`config.mk`:
```
export PLATFORM = sky130hd
export DESIGN_NAME = adv7611_i2c_cfg_ctrl
export DESIGN_NICKNAME = d
export VERILOG_FILES = /design/src/rtl/adv7611_cfg_pkg.sv /design/src/rtl/i2c_bit_tick.sv /design/src/rtl/adv7611_i2c_cfg_ctrl.sv
export SDC_FILE = /design/constraint.sdc
export NUM_CORES = 1
export LEC_CHECK = 0
export BUFFER_PORTS_ARGS = -buffer_cell sky130_fd_sc_hd__buf_2
export CAP_MARGIN = 20
export CORE_ASPECT_RATIO = 1.25
export CORE_UTILIZATION = 59
export CTS_CLUSTER_DIAMETER = 150
export DETAILED_ROUTE_END_ITERATION = 10
export PLACE_DENSITY = 0.79
export SLEW_MARGIN = 40
export SYNTH_ARGS = -nofsm -noshare
export SYNTH_HDL_FRONTEND = slang
export SYNTH_SLANG_ARGS = --single-unit
```
`constraint.sdc`:
```
create_clock -name clk -period 3.15 [get_ports clk]
set_clock_uncertainty 0.1 [all_clocks]
set_input_delay 0.315 -clock clk [delete_from_list [all_inputs] [get_ports clk]]
set_output_delay 0.315 -clock clk [all_outputs]
set_load 0.02 [all_outputs]
```
`src/rtl/adv7611_cfg_pkg.sv`:
```
// Shared definitions for the ADV7611 I2C configuration sequencer.
//   cfg_state_e      : sequencer states
//   BYTES_PER_ENTRY  : bytes written per LUT entry (dev, reg, data)
//   DEV/REG/DAT_*    : field positions inside a 24-bit LUT entry
//   quarter_div()    : system clocks per quarter SCL bit
package adv7611_cfg_pkg;

  typedef enum logic [2:0] {
    ST_WAIT_INIT,
    ST_LOAD,
    ST_START,
    ST_SEND,
    ST_ACK,
    ST_STOP,
    ST_GAP,
    ST_DONE
  } cfg_state_e;

  localparam int unsigned BYTES_PER_ENTRY = 3;

  localparam int unsigned DEV_MSB = 23;
  localparam int unsigned DEV_LSB = 16;
  localparam int unsigned REG_MSB = 15;
  localparam int unsigned REG_LSB = 8;
  localparam int unsigned DAT_MSB = 7;
  localparam int unsigned DAT_LSB = 0;

  function automatic int unsigned quarter_div(input int unsigned clk_freq,
                                              input int unsigned i2c_freq);
    return clk_freq / (4 * i2c_freq);
  endfunction

endpackage

```
`src/rtl/i2c_bit_tick.sv`:
```
// Quarter-bit timebase for the I2C engine.
//   clk, rst : system clock, synchronous active-high reset
//   en_i     : count while high
//   clr_i    : synchronous clear (counter reloaded, phase back to P0)
//   tick_o   : high on the last cycle of each quarter bit
//   phase_o  : current quarter (P0..P3) of the bit
module i2c_bit_tick
  import adv7611_cfg_pkg::*;
#(
  parameter int unsigned DIV = 125
) (
  input  logic       clk,
  input  logic       rst,
  input  logic       en_i,
  input  logic       clr_i,
  output logic       tick_o,
  output logic [1:0] phase_o
);

  logic [15:0] cnt_q, cnt_d;
  logic [1:0]  phase_q, phase_d;

  assign tick_o  = en_i && (cnt_q == '0);
  assign phase_o = phase_q;

  always_comb begin
    cnt_d   = cnt_q;
    phase_d = phase_q;
    if (clr_i) begin
      cnt_d   = 16'(DIV - 1);
      phase_d = '0;
    end else if (en_i) begin
      if (cnt_q == '0) begin
        cnt_d   = 16'(DIV - 1);
        phase_d = phase_q + 2'd1;
      end else begin
        cnt_d = cnt_q - 16'd1;
      end
    end
  end

  always_ff @(posedge clk) begin
    if (rst) begin
      cnt_q   <= 16'(DIV - 1);
      phase_q <= '0;
    end else begin
      cnt_q   <= cnt_d;
      phase_q <= phase_d;
    end
  end

endmodule

```
`src/rtl/adv7611_i2c_cfg_ctrl.sv`:
```
// Walks the ADV7611 configuration LUT and writes each entry as a 3-byte
// I2C write (dev, reg, data), retrying NACKed entries.
//   clk, rst             : system clock, synchronous active-high reset
//   cfg_start            : restart the table from index 0 (only honoured when done)
//   lut_index / lut_data : LUT address out, {dev,reg,data} in
//   lut_size             : number of valid entries
//   i2c_scl, i2c_sda_oe  : SCL (push-pull), SDA pull-low enable
//   i2c_sda_i            : SDA pad level
//   cfg_busy, cfg_done   : sequencing status
//   ack_err, err_cnt     : sticky skip flag and saturating skip count
//
// state      | meaning
// WAIT_INIT  | power-up / restart delay of INIT_DLY cycles
// LOAD       | end-of-table check, latch current entry
// START      | START condition
// SEND       | shift 8 bits MSB first
// ACK        | release SDA, sample slave ACK at P2
// STOP       | STOP condition, retry / advance decision
// GAP        | bus idle GAP_DLY cycles between entries
// DONE       | table written, bus idle
module adv7611_i2c_cfg_ctrl
  import adv7611_cfg_pkg::*;
#(
  parameter int unsigned CLK_FREQ  = 50_000_000,
  parameter int unsigned I2C_FREQ  = 100_000,
  parameter int unsigned INIT_DLY  = 1_000_000,
  parameter int unsigned GAP_DLY   = 5_000,
  parameter int unsigned MAX_RETRY = 3
) (
  input  logic        clk,
  input  logic        rst,
  input  logic        cfg_start,
  output logic [8:0]  lut_index,
  input  logic [23:0] lut_data,
  input  logic [8:0]  lut_size,
  output logic        i2c_scl,
  output logic        i2c_sda_oe,
  input  logic        i2c_sda_i,
  output logic        cfg_busy,
  output logic        cfg_done,
  output logic        ack_err,
  output logic [7:0]  err_cnt
);

  localparam int unsigned Q = quarter_div(CLK_FREQ, I2C_FREQ);

  cfg_state_e  state_q;
  logic [31:0] dly_q;
  logic [23:0] shift_q;
  logic [2:0]  bit_q;
  logic [1:0]  byte_q;
  logic [7:0]  retry_q;
  logic        nack_q;
  logic [8:0]  index_q;
  logic        scl_q, sda_oe_q, busy_q, done_q, ack_err_q;
  logic [7:0]  err_cnt_q;

  logic        qtick;
  logic [1:0]  phase;
  logic        bus_active;
  logic        bit_end;

  assign bus_active = state_q inside {ST_START, ST_SEND, ST_ACK, ST_STOP};
  assign bit_end    = qtick && (phase == 2'd3);

  // Timebase is held cleared outside a frame so every frame starts at P0.
  i2c_bit_tick #(.DIV(Q)) u_tick (
    .clk     (clk),
    .rst     (rst),
    .en_i    (bus_active),
    .clr_i   (!bus_active),
    .tick_o  (qtick),
    .phase_o (phase)
  );

  // Bus outputs are registered from the current state/phase, so they trail
  // the phase counter by one cycle uniformly.
  always_ff @(posedge clk) begin
    if (rst) begin
      state_q   <= ST_WAIT_INIT;
      dly_q     <= '0;
      shift_q   <= '0;
      bit_q     <= '0;
      byte_q    <= '0;
      retry_q   <= '0;
      nack_q    <= 1'b0;
      index_q   <= '0;
      scl_q     <= 1'b1;
      sda_oe_q  <= 1'b0;
      busy_q    <= 1'b0;
      done_q    <= 1'b0;
      ack_err_q <= 1'b0;
      err_cnt_q <= '0;
    end else begin
      scl_q    <= 1'b1;
      sda_oe_q <= 1'b0;
      busy_q   <= 1'b1;
      case (state_q)
        ST_WAIT_INIT: begin
          if (dly_q == 32'(INIT_DLY - 1)) begin
            dly_q   <= '0;
            state_q <= ST_LOAD;
          end else begin
            dly_q <= dly_q + 32'd1;
          end
        end
        ST_LOAD: begin
          if (index_q >= lut_size) begin
            state_q <= ST_DONE;
          end else begin
            shift_q <= {lut_data[DEV_MSB:DEV_LSB], lut_data[REG_MSB:REG_LSB],
                        lut_data[DAT_MSB:DAT_LSB]};
            byte_q  <= '0;
            bit_q   <= 3'd7;
            nack_q  <= 1'b0;
            state_q <= ST_START;
          end
        end
        ST_START: begin
          scl_q    <= (phase != 2'd3);
          sda_oe_q <= phase[1];
          if (bit_end) state_q <= ST_SEND;
        end
        ST_SEND: begin
          scl_q    <= phase[0] ^ phase[1];
          sda_oe_q <= ~shift_q[23];
          if (bit_end) begin
            shift_q <= shift_q << 1;
            if (bit_q == 3'd0) state_q <= ST_ACK;
            else               bit_q   <= bit_q - 3'd1;
          end
        end
        ST_ACK: begin
          scl_q <= phase[0] ^ phase[1];
          if (qtick && (phase == 2'd2) && i2c_sda_i) nack_q <= 1'b1;
          if (bit_end) begin
            if (nack_q || (byte_q == 2'(BYTES_PER_ENTRY - 1))) begin
              state_q <= ST_STOP;
            end else begin
              byte_q  <= byte_q + 2'd1;
              bit_q   <= 3'd7;
              state_q <= ST_SEND;
            end
          end
        end
        ST_STOP: begin
          scl_q    <= (phase != 2'd0);
          sda_oe_q <= ~phase[1];
          if (bit_end) begin
            state_q <= ST_GAP;
            if (nack_q && (retry_q < 8'(MAX_RETRY))) begin
              retry_q <= retry_q + 8'd1;
            end else begin
              index_q <= index_q + 9'd1;
              retry_q <= '0;
              if (nack_q) begin
                ack_err_q <= 1'b1;
                if (err_cnt_q != 8'hFF) err_cnt_q <= err_cnt_q + 8'd1;
              end
            end
          end
        end
        ST_GAP: begin
          if (dly_q == 32'(GAP_DLY - 1)) begin
            dly_q   <= '0;
            state_q <= ST_LOAD;
          end else begin
            dly_q <= dly_q + 32'd1;
          end
        end
        ST_DONE: begin
          busy_q <= 1'b0;
          done_q <= 1'b1;
          if (cfg_start) begin
            state_q <= ST_WAIT_INIT;
            index_q <= '0;
            dly_q   <= '0;
            retry_q <= '0;
            done_q  <= 1'b0;
            busy_q  <= 1'b1;
          end
        end
        default: state_q <= ST_WAIT_INIT;
      endcase
    end
  end

  assign lut_index  = index_q;
  assign i2c_scl    = scl_q;
  assign i2c_sda_oe = sda_oe_q;
  assign cfg_busy   = busy_q;
  assign cfg_done   = done_q;
  assign ack_err    = ack_err_q;
  assign err_cnt    = err_cnt_q;

endmodule

```
* Yosys cells after proc, flatten, opt, wreduce, memory -nomap -nowiden
Index checks and enable logic that the tools add are counted.
** Operators by class
- Mux-type cells :: 44
- Bitwise gates (word level) :: 5
- Order comparisons :: 2
- Add/subtract/negate cells :: 8
- Equal/unequal tests :: 27
- Reduce and logical (&&, ||, !) cells :: 29
** Operators with widths (count)
- $mux W32 :: 3
- $pmux W32 S3 :: 1
- $mux W24 :: 2
- $pmux W24 S2 :: 1
- $mux W3 :: 15
- $add A32 B1 Y32 const B :: 1
- $eq A32 B13 Y1 const B :: 1
- $eq A32 B20 Y1 const B :: 1
- $mux W9 :: 3
- $mux W8 :: 3
- $ne A2 B2 Y1 const B :: 12
- $pmux W3 S8 :: 1
- $pmux W9 S2 :: 1
- $add A8 B1 Y8 const B :: 2
- $logic_not A16 Y1 :: 1
- $pmux W8 S2 :: 1
- $sub A16 B1 Y16 const B :: 1
- $eq A3 B3 Y1 const B :: 4
- $reduce_and A4 Y1 :: 3
- $add A9 B1 Y9 const B :: 1
- $ge A9 B9 Y1 :: 1
- $pmux W3 S3 :: 1
- $reduce_and A3 Y1 :: 3
- $lt A8 B2 Y1 const B :: 1
- other kinds (26) :: 51
** Word-level totals
- Bits in registers :: 113
- Logic and storage cells :: 131

* Longest topological paths before layout
Gate-level depths: netlist of run 1.
- Depth in word-level cells :: 7
- Mapped depth :: 10
- Depth with buffers taken out :: 8

* By module
Synthesis of run 1 repeated with hierarchy kept, for this count alone.
** Unflattened totals
- Cells, all modules :: 681
- Area, all modules :: 5650.4 um^2
** By module, submodules not included
- adv7611_i2c_cfg_ctrl :: area an instance 4815.9 um^2, cells each 590, seq. area each 1901.8 um^2, times used 1
- i2c_bit_tick :: area an instance 834.6 um^2, cells each 91, seq. area each 360.3 um^2, times used 1

* Worst setup path before layout of run 1
Ideal clock, no wire load.
- Path kind :: register to register
- Start :: register dly_q[19]
- End :: register state_q[2]
- Data arrival time :: 2536 ps
- Cell stages (with the launch flop) :: 7
- Buffers on the path :: 0
- Slack :: 427 ps
- Cell sequence :: dfxtp_1 or4_1 or4b_1 or4b_1 a32o_2 nand3b_4 a221oi_2
** On the way
- Cells in the longest elaborated chain, start to end :: 3
- Elaborated cells between the ends (all ways) :: 5
- Classes of those cells :: eq/ne (4); reduce/logical (1)
** Ends and longest elaborated chain
- from (decl) :: line adv7611_i2c_cfg_ctrl.sv:48 : logic [31:0] dly_q;
- from (signal assigned) :: line adv7611_i2c_cfg_ctrl.sv:104 : dly_q <= dly_q + 32'd1;
- from (signal assigned) :: line adv7611_i2c_cfg_ctrl.sv:168 : dly_q <= dly_q + 32'd1;
- $eq A32 B13 Y1 / $eq A32 B20 Y1 (equally long branches) :: line adv7611_i2c_cfg_ctrl.sv:164, adv7611_i2c_cfg_ctrl.sv:100
- $ne A2 B2 Y1 (no source line)
- $reduce_and A8 Y1 (no source line) *
- to (signal assigned) :: line adv7611_i2c_cfg_ctrl.sv:166 : state_q <= ST_LOAD;
- to (signal assigned) :: line adv7611_i2c_cfg_ctrl.sv:175 : state_q <= ST_WAIT_INIT;
- to (signal assigned) :: line adv7611_i2c_cfg_ctrl.sv:183 : default: state_q <= ST_WAIT_INIT;
- to (decl) :: line adv7611_i2c_cfg_ctrl.sv:47 : cfg_state_e state_q;
Every way passes the cells marked *; elsewhere a longest branch is shown, timed or not.
A chain may end at the register's enable or synchronous reset.

* Final worst setup path of run 1
Same ends and word-level chain as after synthesis.

==> results.py, run 1 <==
metrics = {
    "yosys": {
        "ys_types": 61,
        "synth_edf_count": 0,
        "synth_area_um2": 5720,
        "synthCells": 695,
        "synth-main-ff-cell": "dfxtp_1",
        "synthArstFlopShare_pct": 0,
        "synthesis.nets": 753,
        "ys_seq_elements": 113,
        "yosys_warnings": 0,
        "yosysSeqAreaShare_pct": 39.6,
        "syn_avg_cell_area_um2": 8.22,
    },
    "clock_network": {
        "clock_sinks": 113,
        "tritoncts": "built",
        "htreeDepth": 4,
        "ctsResizeCount": 0,
        "max-clock-path-buffers": 2,
        "cts_root_buf": "clkbuf_16",
        "worstSkewPairLatency_ps": 410,
        "cts_made_buffers": 17,
        "cts_setup_buffers": 0,
        "path_clk_slew_ps": 50,
        "cts_hold_buf": 0,
    },
    "final_layout": {
        "antenna_cells": 0,
        "layout_commonest_cell": "dfxtp_1",
        "ff_latch_area_um2": 2260,
        "syn2layout_area_growth_pct": 17.4,
        "layout_common_cells": "113 x dfxtp_1, 96 x nor2_1, 89 x nand2_1",
        "layout-drive-gt1-share_pct": 15.2,
        "multi_input_area_um2": 3170,
        "fillers": 725,
        "num-nets-final": 810,
    },
    "timing": {
        "grt_setup_unrepaired": "false",
        "fin_crit_sh_pct": 90.7,
        "hold_viol": 0,
        "setup-violations-final": 0,
        "period_needed_ps": 2860,
        "slew_headroom_pct": 61.0,
        "setup-tns-final_ps": 0,
        "maxSlewViolCount": 0,
        "fmax_mhz": 350,
        "tightest_slew_ps": 585,
    },
    "pwr": {
        "ir_worst_vdd_mv": 0.450,
        "total_power_mw": 3.79,
        "p_leak_nw": 2.62,
        "p_per_area_nw_per_um2": 564,
    },
    "global_route": {
        "grt_pass1_vias": 5044,
        "grt_overflow": 0,
        "grt_max_degree": 48,
        "grt_pass1_wl_mm": 22.3,
        "track_usage_pct": 26.8,
        "antenna_found_initial": 0,
    },
    "critical_path": {
        "critPathCaptureType": "register",
        "cpMostUsedCell": "or4b_1",
        "crit_type": "reg -> reg",
        "r2r-start": "dly_q[19]$_SDFFE_PP0P_",
        "worst-path-buf-inv": 0,
        "path_cells": "or4_1, or4b_1, or4b_1, a32o_2, nand3b_4, a221oi_2",
        "cpMaxStageDelayCell": "or4b_1",
        "slowest_delay_ps": 540,
        "crit_family": "simple AND/OR/NAND/NOR gates",
        "worstSetupStartpointType": "register",
        "worstPathRequired_ps": 3370,
        "critPathArrivalTime_ps": 3080,
        "crit_start": "dly_q[19]$_SDFFE_PP0P_",
        "cp_max_fo": 7,
    },
    "route": {
        "dr.pass1.iters": 5,
        "drcViolationCount": 0,
        "wire_per_inst_um": 14.5,
        "wl_mm": 12.8,
        "drtAntennaViolNets": 0,
        "vias": 5191,
        "via_per_inst": 5.85,
        "drt-initial-drc-count": 382,
    },
    "status": {
        "status": "complete, no violations",
    },
    "placed_design": {
        "numPortBuffers": 58,
        "hpwlAfterDp_mm": 8.91,
        "gp_congestion": 0.858,
    },
    "min_path": {
        "min_from": "cfg_start",
        "hold_path_class": "in -> reg",
    },
    "die": {
        "start_util_pct": 61.6,
        "num_rows": 39,
        "die_y_um": 112,
        "dieArea_um2": 10100,
        "coreArea_um2": 9270,
        "die_x_um": 90.0,
        "pin_count": 59,
    },
    "run": {
        "maxCapViolCount": 0,
    },
}
synth_stat cells, types with 2 or more instances:
cell / number / area [um^2]
o2111ai_1: 3 / 26.3
or2_2: 3 / 18.8
o31ai_1: 2 / 15.0
or4b_1: 3 / 30.0
nand4_1: 19 / 119
dfxtp_1: 113 / 2260
nor2b_1: 6 / 37.5
nor4b_1: 3 / 26.3
or4_1: 6 / 45.0
o22ai_1: 3 / 18.8
a41oi_1: 2 / 17.5
a31oi_1: 23 / 144
ha_1: 21 / 263
and4_1: 4 / 35.0
nand3_1: 25 / 125
nor3_1: 17 / 85.1
and3_1: 9 / 56.3
a311oi_1: 23 / 201
inv_1: 30 / 113
o21ai_0: 14 / 70.1
o2bb2ai_1: 2 / 17.5
o211ai_1: 5 / 37.5
buf_6: 3 / 33.8
or3_1: 8 / 50.1
nand2b_1: 2 / 12.5
nor2_1: 96 / 360
a21o_1: 6 / 45.0
a21oi_1: 21 / 105
xnor2_1: 38 / 333
clkbuf_1: 25 / 93.8
nand2_1: 89 / 334
nor4_1: 11 / 68.8
xor2_1: 21 / 184
mux2i_1: 5 / 50.1
buf_2: 5 / 25.0
and2_1: 4 / 25.0
path summary, 6_finish.rpt:
check | endpoint | slack (ps) | cells past startpoint
max | state_q[2]$_SDFFE_PP0P_ | 290 | 6
min | cfg_busy$_SDFF_PP0_ | 50 | 3
max reg2reg | state_q[2]$_SDFFE_PP0P_ | 290 | 6
min reg2reg | cfg_done$_SDFFE_PP0P_ | 350 | 2
state kept, by name, summed over array words and instances, names as in the netlist:
register and cells:
retry_q 8, i2c_sda_oe 1, nack_q 1, u_tick.cnt_q 16, shift_q 24, byte_q 2, i2c_scl 1, bit_q 3
lut_index 9, u_tick.phase_o 2, err_cnt 8, cfg_busy 1, state_q 3, ack_err 1, cfg_done 1, dly_q 32
final cells by class:
cell class                      instances  area share (%)
Timing Repair Buffer                   74            6.30
Clock inverter                         11            2.05
Sequential cell                       113            33.7
Tap cell                              123            2.29
Multi-Input combinational cell        516            47.2
Inverter                               30            1.68
Clock buffer                           20            6.80
power breakdown:
part	switching [mW]	leakage, nW	internal [mW]
registers	0.0578	0.913	1.51
clock network	0.636	0.287	1.27
logic	0.172	1.42	0.146
total	0.865	2.62	2.92
cell families (layout without fill, tap and decap cells):
group	count (synthesis)	count (layout)	synth area share (%)
mux	6	6	1.07
xor+xnor	59	59	9.04
compound gates	115	115	14.1
buf+inv	66	135	5.01
flops	113	113	39.6
fa+ha+maj	21	21	4.60
simple gates	315	315	26.6
routing by layer:
layer | wire (um) | vias to the layer above | track usage (%)
met5 | 0 | - | 0
met4 | 272 | 0 | 12.9
met3 | 485 | 27 | 5.76
met2 | 6620 | 149 | 46.7
met1 | 5470 | 2436 | 31.4
li1 | - | 2579 | -
through the flow:
step / setup slack [ps] / hold WS, ps / cell area, um^2 / util (%) / std cells
6_report: 292 / 50.6 / 6710 / 72.4 / 887
2_1_floorplan: 427 / 327 / 5720 / - / 695
5_1_grt: 164 / 80.7 / 6710 / 72.4 / 887
3_3_place_gp: 359 / 332 / 6120 / 66.0 / 856
3_5_place_dp: 298 / 343 / 6120 / 66.0 / 856
4_1_cts: 289 / 48.3 / 6710 / 72.4 / 887
worst register-to-register path, stage by stage, from the launching register on:
cell,delay [ps]
dfxtp_1,360
or4_1,500
or4b_1,530
or4b_1,540
a32o_2,310
nand3b_4,160
a221oi_2,260
No activity file was read; power rests on OpenSTA's default activity.
==> run 2, diff against run 1 <==
- CORE_UTILIZATION: 59 -> 53
- PLACE_DENSITY: 0.79 -> 0.75
- clock period: 3.15 -> 2.3 ns (I/O delays scaled with it)
==> run 2 against run 1 <==
- the flow now finishes with violations (negative setup slack)
- flip-flop and latch count is the same
- critical path depth is the same
- critical endpoint is now state_q[0]$_SDFFE_PP0P_
- largest power group unchanged
- utilization grew 1.3 points
- combinational power grew 100%
- register-to-register slack lost 720 ps
- worst setup slack lost 720 ps
- clock power grew 27%
- first-iteration DRC count grew 41%
- die area grew 11%
- power grew 37%
- clock-buffer cell count grew 3
- cell count grew 12%
==> results.py, run 2 (same netlist as run 1, synthesis figures left out) <==
metrics = {
    "status": {
        "status": "finished, violations left",
        "violations": "negative setup slack",
    },
    "placed_design": {
        "hpwlAfterDp_mm": 9.89,
        "pre_cts_slack_ps": -380,
        "placed_cell_area_um2": 6640,
        "numPortBuffers": 58,
        "gp_congestion": 0.872,
    },
    "final_layout": {
        "num-nets-final": 911,
        "antenna_cells": 0,
        "fillers": 745,
        "regMostFlops": "dly_q",
        "ff_latch_area_um2": 2270,
        "syn2layout_area_growth_pct": 36.2,
        "layout-drive-gt1-share_pct": 25.0,
        "final_area_um2": 7790,
        "reg.largest.list": "dly_q: 32 flops, shift_q: 24 flops, u_tick.cnt_q: 16 flops",
        "multi_input_area_um2": 3300,
        "layout_commonest_cell": "dfxtp_1",
        "layout_common_cells": "109 x dfxtp_1, 96 x nor2_1, 87 x nand2_1",
        "largest_reg_flops": 32,
    },
    "route": {
        "vias": 5954,
        "dr.pass1.iters": 6,
        "wire_per_inst_um": 16.8,
        "drtAntennaViolNets": 0,
        "wl_mm": 16.7,
        "via_per_inst": 5.98,
        "drt-initial-drc-count": 538,
        "drcViolationCount": 0,
    },
    "clock_network": {
        "htreeDepth": 4,
        "path_clk_slew_ps": 50,
        "tritoncts": "built",
        "worstSkewPairLatency_ps": 420,
        "max-clock-path-buffers": 2,
        "cts_root_buf": "clkbuf_16",
        "clock_sinks": 113,
        "cts_made_buffers": 17,
    },
    "global_route": {
        "grt_max_degree": 48,
        "antenna_found_initial": 0,
        "grt_overflow": 0,
        "grt_pass1_vias": 5793,
        "track_usage_pct": 29.7,
        "grt_pass1_wl_mm": 26.2,
    },
    "critical_path": {
        "worstPathRequired_ps": 2570,
        "worstSetupStartpointType": "register",
        "critPathCaptureType": "register",
        "cp_max_fo": 5,
        "critPathArrivalTime_ps": 3000,
        "crit_type": "reg -> reg",
        "r2r_cells": 6,
    },
    "die": {
        "start_util_pct": 54.1,
        "die_y_um": 118,
        "dieArea_um2": 11200,
        "pin_count": 59,
        "coreArea_um2": 10600,
        "die_x_um": 94.9,
        "num_rows": 42,
    },
    "timing": {
        "period_needed_ps": 2730,
        "fin_crit_sh_pct": 119,
        "hold_viol": 0,
        "slew_headroom_pct": 56.7,
        "tightest_slew_ps": 649,
        "hold_ws_ps": 8.62,
        "setup-tns-final_ps": -11090,
        "grt_setup_unrepaired": "true",
        "worst_slack_ps": -431,
        "setup-violations-final": 39,
        "maxSlewViolCount": 0,
        "fmax_mhz": 366,
    },
    "pwr": {
        "p_leak_nw": 3.23,
        "p_per_area_nw_per_um2": 669,
        "ir_worst_vdd_mv": 0.540,
    },
    "run": {
        "maxCapViolCount": 0,
    },
    "min_path": {
        "min_path_cells": 3,
        "hold_path_class": "in -> reg",
    },
}
[run 2: cell count changes in the layout (fill, tap and decap cells not counted), moves of 3 or more]
cell and change:
clkinvlp_4 -3, dlygate4sd3_1 +23, dfxtp_1 -4, buf_4 +63, o21ai_1 +3, nor4_1 -3
buf_12 +4, dfxtp_2 +4, buf_6 +5, o21ai_0 -4
[run 2: critical path: stages (launching register included)]
cell and delay, ps:
dfxtp_1 310, or4_4 520, or4b_4 500, or4b_1 530
a32o_2 290, and2b_2 240, o221a_2 190
[run 2: power by group]
part	total, mW	leakage, nW	internal, mW	switching (mW)
Combinational	0.647	2.04	0.318	0.329
Sequential	2.13	0.914	2.06	0.0683
Clock	2.43	0.272	1.54	0.885
[run 2: path summary, 6_finish.rpt]
path	startpoint	endpoint	slack (ps)
setup / recovery	dly_q[18]$_SDFFE_PP0P_	state_q[0]$_SDFFE_PP0P_	-430
hold / removal	lut_data[4]	shift_q[4]$_SDFFE_PP0P_	9
setup reg to reg	dly_q[18]$_SDFFE_PP0P_	state_q[0]$_SDFFE_PP0P_	-430
hold reg to reg	cfg_done$_SDFFE_PP0P_	cfg_done$_SDFFE_PP0P_	360
[run 2: per-layer routing]
metal	GRT usage, %	share of wire, %	vias to the layer above	routed length (um)
met5	0	0	-	0
met4	13.1	3.4	0	569
met3	6.98	5.1	61	857
met2	53.7	53	236	8890
met1	32.0	38	2874	6410
li1	-	-	2783	-
[run 2: what timing repair did]
| item | 4_1_cts | 5_1_grt |
|---|---|---|
| hold endpoints to repair | 23 | 0 |
| gates cloned | 4 | 1 |
| gates resized for setup | 17 | 23 |
| pin swaps | 2 | 13 |
| hold buffers | 23 | 0 |
| buffers inserted | 6 | 6 |
| endpoints found under the setup margin | 59 | 69 |
[run 2: cell type report]
cell class | count | share of cell area, %
clock inverter | 7 | 0.771
clock buffer | 23 | 6.14
inverter | 30 | 1.45
timing repair buffer | 175 | 18.0
sequential | 113 | 29.1
tap | 132 | 2.12
multi-input combinational | 516 | 42.4
[run 2: stage by stage]
stage | std cells | util (%) | power (mW)
finish | 996 | 73.7 | 5.21
detailed placement | 926 | 62.9 | 2.66
global route | 996 | 73.7 | 5.37
floorplan | 695 | - | 2.50
global placement | 926 | 62.8 | 2.63
CTS | 989 | 72.4 | 5.16
